--- src/rtl/spi_servo_master.sv ---
// SPI mode-0 master that turns one parallel servo command into a 16-bit frame
// and returns the 16 bits clocked back on miso as a response word.
module spi_servo_master #(
    parameter int          CLK_DIV  = 4,
    parameter logic [3:0]  DEV_ADDR = 4'b1100
) (
    input  logic        clk,
    input  logic        rst,
    input  logic        cmd_valid,
    output logic        cmd_ready,
    input  logic        cmd_use_addr,
    input  logic [3:0]  cmd_addr,
    input  logic [2:0]  cmd_chan,
    input  logic [7:0]  cmd_pos,
    output logic        busy,
    output logic        done,
    output logic [15:0] rsp_data,
    output logic        sclk,
    output logic        mosi,
    input  logic        miso,
    output logic        c_en
);

    generate
        if (CLK_DIV < 2 || CLK_DIV > 255) begin : g_bad_div
            $error("spi_servo_master: CLK_DIV must be in 2..255");
        end
    endgenerate

    localparam logic [7:0] DIV_LAST = 8'(CLK_DIV - 1);
    localparam logic [7:0] DIV_GAP  = 8'(CLK_DIV);

    typedef enum logic [2:0] {
        IDLE,
        SETUP,
        SHIFT,
        HOLD,
        GAP
    } state_t;

    state_t      state_reg, state_next;
    logic [7:0]  div_reg, div_next;
    logic [3:0]  bit_reg, bit_next;
    logic [15:0] tx_reg, tx_next;
    logic [15:0] rx_reg, rx_next;
    logic [15:0] rsp_reg, rsp_next;
    logic        sclk_reg, sclk_next;
    logic        mosi_reg, mosi_next;
    logic        c_en_reg, c_en_next;
    logic        busy_reg, busy_next;
    logic        done_reg, done_next;
    logic        ready_reg, ready_next;

    logic        accept;
    logic        div_end;
    logic [3:0]  frame_addr;
    logic [15:0] frame;

    assign accept     = cmd_valid && ready_reg;
    assign div_end    = (div_reg == DIV_LAST);
    assign frame_addr = cmd_use_addr ? cmd_addr : DEV_ADDR;
    assign frame      = {frame_addr, 1'b0, cmd_chan, cmd_pos};

    always_comb begin
        state_next = state_reg;
        div_next   = (state_reg == IDLE || div_end) ? 8'd0 : div_reg + 8'd1;
        bit_next   = bit_reg;
        tx_next    = tx_reg;
        rx_next    = rx_reg;
        rsp_next   = rsp_reg;
        sclk_next  = sclk_reg;
        mosi_next  = mosi_reg;
        c_en_next  = c_en_reg;
        busy_next  = busy_reg;
        done_next  = 1'b0;
        ready_next = ready_reg;

        case (state_reg)
            IDLE: begin
                if (accept) begin
                    tx_next    = frame;
                    rx_next    = 16'd0;
                    bit_next   = 4'd0;
                    div_next   = 8'd0;
                    mosi_next  = frame[15];
                    c_en_next  = 1'b1;
                    busy_next  = 1'b1;
                    ready_next = 1'b0;
                    state_next = SETUP;
                end
            end
            SETUP: begin
                if (div_end) begin
                    state_next = SHIFT;
                end
            end
            SHIFT: begin
                if (div_end) begin
                    if (!sclk_reg) begin
                        sclk_next = 1'b1;
                        rx_next   = {rx_reg[14:0], miso};
                    end else begin
                        sclk_next = 1'b0;
                        if (bit_reg == 4'd15) begin
                            state_next = HOLD;
                        end else begin
                            // next bit goes out on the falling edge, half a period before the slave samples it
                            bit_next  = bit_reg + 4'd1;
                            tx_next   = {tx_reg[14:0], 1'b0};
                            mosi_next = tx_reg[14];
                        end
                    end
                end
            end
            HOLD: begin
                if (div_end) begin
                    c_en_next  = 1'b0;
                    mosi_next  = 1'b0;
                    state_next = GAP;
                end
            end
            GAP: begin
                // one cycle longer than the other phases so done lands at accept + 35*CLK_DIV + 1
                div_next = (div_reg == DIV_GAP) ? 8'd0 : div_reg + 8'd1;
                if (div_reg == DIV_GAP) begin
                    done_next  = 1'b1;
                    rsp_next   = rx_reg;
                    busy_next  = 1'b0;
                    ready_next = 1'b1;
                    state_next = IDLE;
                end
            end
            default: begin
                state_next = IDLE;
            end
        endcase
    end

    always_ff @(posedge clk) begin
        if (rst) begin
            state_reg <= IDLE;
            div_reg   <= 8'd0;
            bit_reg   <= 4'd0;
            tx_reg    <= 16'd0;
            rx_reg    <= 16'd0;
            rsp_reg   <= 16'd0;
            sclk_reg  <= 1'b0;
            mosi_reg  <= 1'b0;
            c_en_reg  <= 1'b0;
            busy_reg  <= 1'b0;
            done_reg  <= 1'b0;
            ready_reg <= 1'b1;
        end else begin
            state_reg <= state_next;
            div_reg   <= div_next;
            bit_reg   <= bit_next;
            tx_reg    <= tx_next;
            rx_reg    <= rx_next;
            rsp_reg   <= rsp_next;
            sclk_reg  <= sclk_next;
            mosi_reg  <= mosi_next;
            c_en_reg  <= c_en_next;
            busy_reg  <= busy_next;
            done_reg  <= done_next;
            ready_reg <= ready_next;
        end
    end

    assign cmd_ready = ready_reg;
    assign busy      = busy_reg;
    assign done      = done_reg;
    assign rsp_data  = rsp_reg;
    assign sclk      = sclk_reg;
    assign mosi      = mosi_reg;
    assign c_en      = c_en_reg;

endmodule

--- config.mk ---
export PLATFORM = sky130hd
export DESIGN_NAME = spi_servo_master
export DESIGN_NICKNAME = d
export VERILOG_FILES = /design/src/rtl/spi_servo_master.sv
export SDC_FILE = /design/constraint.sdc
export NUM_CORES = 1
export LEC_CHECK = 0
export ABC_AREA = 1
export CORE_UTILIZATION = 58
export CTS_CLUSTER_DIAMETER = 60
export CTS_CLUSTER_SIZE = 8
export DETAILED_ROUTE_END_ITERATION = 16
export MAX_ROUTING_LAYER = met4
export PLACE_DENSITY = 0.84
export SYNTH_ARGS = -nofsm -noshare
export SYNTH_HDL_FRONTEND = slang
export SYNTH_SLANG_ARGS = --single-unit
--- constraint.sdc ---
create_clock -name clk -period 3.1 [get_ports clk]
set_input_delay 0.62 -clock clk [delete_from_list [all_inputs] [get_ports clk]]
set_output_delay 0.62 -clock clk [all_outputs]
set_load 0.02 [all_outputs]
==> results.py, run 1 <==
metrics = {
    "setup_path": {
        "critPathTopFamily": "simple AND/OR/NAND/NOR gates",
        "cp_max_fo": 32,
        "crit_type": "flip-flop to flip-flop",
        "required_ns": 3.35,
        "cp-end-kind": "flip-flop",
        "crit_arrival_ns": 2.25,
        "worstRegToRegCells": 9,
        "crit_cells": 9,
        "reg2reg_setup_slack_ns": 1.10,
        "r2r-start": "state_reg[2]",
        "cp_slowest_stage_delay_ns": 0.52,
        "cp-start-kind": "flip-flop",
        "crit_chain": "nor2_4 -> nand2_2 -> inv_2 -> nand2_2 -> nand2_2 -> nor2_4 -> nand2_1 -> nand2_1 -> nor2_1",
        "crit_top_cell": "nand2_2",
        "cpMaxStageDelayCell": "nor2_4",
        "crit_buf_inv": 1,
        "worst_r2r_endpoint": "rx_reg[1]",
    },
    "routing": {
        "wl_met3_um": 207,
        "first_iter_violations": 139,
        "wire_per_inst_um": 11.5,
        "ant_nets": 0,
        "highest_layer": "met4",
        "wl_met2_um": 2750,
        "m1WireLength_um": 2770,
        "viasPerCell": 5.05,
        "vias": 2578,
        "wl_um": 5870,
        "remaining_drc_errors": 0,
        "dr.pass1.iters": 4,
    },
    "floorplan": {
        "dieArea_mm2": 0.00538,
        "io_pins": 42,
        "design.core.area_mm2": 0.00482,
        "die_h_um": 73.3,
        "die_width_um": 73.3,
        "fp-row-count": 25,
        "start_util": 0.612,
    },
    "final_layout": {
        "fillers": 399,
        "fin_area_mm2": 0.00357,
        "n_antenna_cell": 0,
        "stdcell_count": 511,
        "syn2layout_area_growth_pct": 20.9,
        "drive_gt1_frac": 0.0878,
        "fin_nets": 463,
    },
    "yosys": {
        "yosys_register_bits": 68,
        "yosysTopAreaCell": "dfxtp_1",
        "synth_area_leaders": "dfxtp_1 (46%), nand2_1 (14%), nor2_1 (10%), a22o_1 (4.7%), nand3_1 (2.7%)",
        "synth_area_mm2": 0.00295,
        "syn-instance-count": 402,
        "yosysUniqueCellTypes": 31,
        "yosys_warnings": 0,
        "avgSynthCellArea_um2": 7.34,
        "synth_seq_area_share": 0.461,
        "syn_nets": 425,
        "synth_top_area_share": 0.461,
    },
    "hold_path": {
        "holdPathEnd": "div_reg[0]",
        "hp-start": "div_reg[0]",
        "holdPathStages": 1,
        "hp-class": "flip-flop to flip-flop",
    },
    "power": {
        "p_total_uw": 3450,
        "p_per_area_mw_per_mm2": 967,
        "seqPwrFrac": 0.369,
        "p_comb_frac": 0.401,
        "clkPwrFrac": 0.230,
        "power.leakage_uw": 0.00153,
        "intPower_uw": 2030,
        "p_sw_uw": 1420,
        "max-vdd-ir-drop_mv": 0.492,
        "swShare": 0.412,
    },
    "clock_network": {
        "htreeDepth": 3,
        "cts_buffers": 9,
        "root_buffer": "clkbuf_8",
        "cts_setup_buffers": 0,
        "clk_latency_ns": 0.35,
        "clockBufferDepth": 2,
        "holdBufCountCts": 0,
        "path_clk_slew_ns": 0.07,
        "cts_tree": "built",
        "cts_sinks": 68,
        "ctsResizeCount": 0,
    },
    "sta": {
        "relSlewSlack": 0.555,
        "fin_crit_ns": 2.00,
        "finalHoldViolCount": 0,
        "report.final.setup_viol": 0,
        "period_share": 0.647,
        "rsz0062_at_grt": "no",
        "finalSetupTns_ns": 0,
        "worstMarginPinSlew_ns": 0.666,
        "skew_ns": 0.00780,
        "slew_viol_final": 0,
        "fin_ws_ns": 1.10,
        "clock.fmax_mhz": 499,
    },
    "placement": {
        "port_buffers": 41,
        "place_congestion": 0.917,
        "placed_area_mm2": 0.00335,
        "pre_cts_ws_ns": 0.871,
        "hpwlAfterDp_um": 3930,
        "dpl.cell_count": 496,
    },
    "global_route": {
        "antenna_found_initial": 0,
        "grt_max_degree": 34,
        "grt_first_pass_wirelength_um": 9630,
        "gr-usage-all-layers": 0.244,
        "grt_pass1_vias": 2332,
        "grt_overflow": 0,
    },
    "outcome": {
        "status": "complete, no violations",
    },
    "flow_run": {
        "cap_violations": 0,
    },
}
==> per-stage QoR <==
| step | hold WS, ns | util |
|---|---|---|
| 5_1_grt | 0.486 | 0.740 |
| 4_1_cts | 0.460 | 0.740 |
| 6_report | 0.458 | 0.740 |
| 2_1_floorplan | 0.417 | - |
| 3_3_place_gp | 0.430 | 0.696 |
| 3_5_place_dp | 0.447 | 0.696 |
==> cells in the mapped netlist <==
library cell and n:
nor2_4 4, inv_2 6, nand3_1 16, a22o_1 16, inv_1 16, buf_2 5, o21bai_1 1, o21ai_1 16
a21oi_1 11, nand3_2 1, nand4_1 3, or2_0 1, ha_1 3, nor3_1 5, buf_6 3, clkbuf_1 3
buf_4 6, nand2_1 111, xnor2_1 1, clkinv_1 1, xor2_1 3, nand2_2 6, nand2_4 1, nor2_2 1
o22ai_1 1, o21ai_0 7, nor3b_1 2, nor2_1 82, dfxtp_1 68, or2_2 1, clkinv_2 1
==> layer usage <==
metal	vias up	global-route usage
met5	-	-
met4	0	0.143
met3	14	0.0494
met2	55	0.399
met1	1154	0.276
li1	1355	-
==> cell usage in the layout, fill, tap and decap left out, types with 4 or more instances in the layout <==
master / count
nor2_4: 4
o21ai_0: 7
dfxtp_1: 68
nand2_2: 6
nand2_1: 111
a22o_1: 16
inv_2: 6
nand3_1: 16
a21oi_1: 11
clkdlybuf4s50_1: 41
nor3_1: 5
inv_1: 16
o21ai_1: 16
clkbuf_8: 9
nor2_1: 82
==> area by class of cell <==
class	count	area [µm²]	share of cell area
Clock buffer	9	124	0.0347
Clock inverter	6	90.1	0.0253
Inverter	24	91.3	0.0256
Multi-Input combinational cell	293	1380	0.388
Sequential cell	68	1360	0.382
Tap cell	67	83.8	0.0235
Timing Repair Buffer	44	433	0.121
==> cells by family after synthesis <==
kind of cell    after synthesis  share of synthesized area
buf+inv                      41                     0.0700
flops                        68                      0.461
xor+xnor                      4                     0.0119
compound gates               52                      0.110
fa+ha+maj                     3                     0.0127
simple gates                234                      0.334
==> power by group through the flow <==
stage	registers (µW)	clock network (µW)	logic, µW
after floorplan	1280	0	1200
after global placement	1280	0	1330
after detailed placement	1290	0	1380
after CTS	1270	803	1390
after global routing	1300	832	1590
final	1270	792	1380
==> worst max path at each step <==
stage | start | end | slack (ns)
4_1_cts | state_reg[2] | rx_reg[12] | 1.11
3_3_place_gp | rst | rsp_data[14] | 0.90
5_1_grt | state_reg[2] | rx_reg[15] | 0.86
3_5_place_dp | rst | rsp_data[14] | 0.87
2_1_floorplan | rst | rsp_data[10] | 1.53
6_report | state_reg[2] | rx_reg[1] | 1.10
No activity file was read; power rests on OpenSTA's default activity.
==> run 2, diff against run 1 <==
Settings changed: CORE_UTILIZATION 58 to 54, PLACE_DENSITY 0.84 to 0.79.
Clock period 3.1 ns to 1.95 ns, I/O delays scaled along.
==> run 2 against run 1 <==
  * Routed wire length up 1.3%
  * Worst hold slack better by 0.00067 ns
  * Via count up 2.0%
  * Core utilization down 4.1 points
  * Critical path type is now flip-flop to output port
  * Critical endpoint is now busy
==> results.py, run 2 (synthesized netlist as in run 1, its figures left out) <==
metrics = {
    "outcome": {
        "status": "complete, no violations",
    },
    "sta": {
        "period_share": 0.888,
        "finalHoldViolCount": 0,
        "relSlewSlack": 0.738,
        "report.final.setup_viol": 0,
        "slew_viol_final": 0,
        "skew_ns": 0.00722,
        "fin_ws_ns": 0.219,
        "rsz0062_at_grt": "no",
        "fin_crit_ns": 1.73,
        "worstMarginPinSlew_ns": 0.393,
        "clock.fmax_mhz": 578,
    },
    "placement": {
        "place_congestion": 0.898,
        "pre_cts_ws_ns": -0.0123,
        "port_buffers": 41,
        "dpl.cell_count": 502,
        "hpwlAfterDp_um": 3950,
    },
    "routing": {
        "wl_um": 5950,
        "viasPerCell": 5.08,
        "dr.pass1.iters": 5,
        "vias": 2629,
        "ant_nets": 0,
        "remaining_drc_errors": 0,
        "wire_per_inst_um": 11.5,
        "first_iter_violations": 170,
    },
    "setup_path": {
        "critPathTopFamily": "buffers and inverters",
        "r2r-start": "bit_reg[0]",
        "cp-end-kind": "output port",
        "worst_r2r_endpoint": "tx_reg[11]",
        "crit_buf_inv": 1,
        "cp_slowest_stage_delay_ns": 0.63,
        "crit_arrival_ns": 1.34,
        "reg2reg_setup_slack_ns": 0.26,
        "cp_max_fo": 2,
        "required_ns": 1.56,
        "crit_type": "flip-flop to output port",
        "worstRegToRegCells": 8,
        "cp-start-kind": "flip-flop",
        "cpMaxStageDelayCell": "clkdlybuf4s50_1",
        "crit_chain": "clkdlybuf4s50_1",
    },
    "floorplan": {
        "io_pins": 42,
        "design.core.area_mm2": 0.00517,
        "fp-row-count": 26,
        "start_util": 0.570,
        "dieArea_mm2": 0.00576,
        "die_h_um": 75.9,
        "die_width_um": 75.9,
    },
    "final_layout": {
        "drive_gt1_frac": 0.0960,
        "final_cell_mix": "nand2_1 (111), nor2_1 (82), dfxtp_1 (68)",
        "syn2layout_area_growth_pct": 22.6,
        "stdcell_count": 518,
        "n_antenna_cell": 0,
        "fillers": 448,
        "final_common_cell": "nand2_1",
        "fin_nets": 466,
    },
    "global_route": {
        "antenna_found_initial": 0,
        "grt_use_met3": 0.0482,
        "busiest_layer": "met2",
        "grt_pass1_vias": 2390,
        "grt_first_pass_wirelength_um": 10500,
        "grtUsageMet1": 0.273,
        "grt_overflow": 0,
        "grt_max_degree": 34,
        "gr-usage-all-layers": 0.232,
        "use_met2": 0.366,
    },
    "power": {
        "max-vdd-ir-drop_mv": 1.04,
        "power.leakage_uw": 0.00156,
        "p_per_area_mw_per_mm2": 1560,
    },
    "clock_network": {
        "cts_tree": "built",
        "cts_sinks": 68,
        "cts_buffers": 9,
        "path_clk_slew_ns": 0.07,
        "htreeDepth": 3,
        "clockBufferDepth": 2,
        "cts_setup_buffers": 0,
        "clk_latency_ns": 0.35,
        "root_buffer": "clkbuf_8",
    },
    "hold_path": {
        "holdPathEnd": "div_reg[0]",
        "hp-class": "flip-flop to flip-flop",
        "holdPathStages": 1,
        "hp-start": "div_reg[0]",
    },
    "flow_run": {
        "cap_violations": 0,
    },
}
-- run 2: cell count changes in the layout (fill, tap and decap cells not counted) --
cell | previous run | this run
inv_4 | 0 | 1
clkinv_2 | 2 | 1
buf_4 | 3 | 5
buf_12 | 0 | 1
inv_6 | 0 | 1
clkinvlp_4 | 1 | 0
clkinv_4 | 2 | 3
-- run 2: layout make-up --
| class | instances | area, µm² | share of cell area |
|---|---|---|---|
| multi-input cells | 293 | 1380 | 0.382 |
| flip-flops and latches | 68 | 1360 | 0.376 |
| repair buffers | 47 | 468 | 0.129 |
| clock buffers | 9 | 124 | 0.0343 |
| clock inverters | 7 | 100 | 0.0277 |
| inverters | 24 | 92.6 | 0.0256 |
| well taps | 70 | 87.6 | 0.0242 |
-- run 2: worst max-delay path by stage --
| stage | cells after the start | startpoint | end | slack (ns) |
|---|---|---|---|---|
| after detailed placement | 9 | cmd_valid | tx_reg[11] | -0.01 |
| after global placement | 9 | cmd_valid | tx_reg[3] | 0.04 |
| after CTS | 8 | bit_reg[0] | tx_reg[11] | 0.11 |
| after floorplan | 9 | bit_reg[0] | tx_reg[12] | 0.53 |
| final | 1 | busy | busy | 0.22 |
| after global routing | 8 | bit_reg[0] | tx_reg[13] | 0.09 |
-- run 2: power by group --
part	switching [µW]	leakage, µW	internal [µW]
combinational	1480	0.000888	821
sequential	257	0.000556	1770
clock	572	0.000114	728
total	2310	0.00156	3320
-- run 2: repair_timing --
action	in CTS	in global routing
hold buffers	0	0
resized for setup	0	1
setup endpoints to repair	0	15
-- run 2: per-layer routing --
| metal | vias to the layer above | wire [µm] |
|---|---|---|
| met4 | 0 | 140 |
| li1 | 1367 | - |
| met2 | 61 | 2800 |
| met5 | - | 0 |
| met1 | 1190 | 2820 |
| met3 | 11 | 195 |
-- run 2: metrics by stage --
step | TNS (ns) | utilization | instance area (µm²) | hold WS (ns) | power (µW)
2_1_floorplan | 0 | - | 2950 | 0.417 | 3940
3_5_place_dp | -0.0123 | 0.656 | 3390 | 0.445 | 4330
6_report | 0 | 0.699 | 3620 | 0.459 | 5620
4_1_cts | 0 | 0.699 | 3610 | 0.459 | 5630
5_1_grt | 0 | 0.699 | 3620 | 0.470 | 6080
3_3_place_gp | 0 | 0.656 | 3390 | 0.431 | 4240
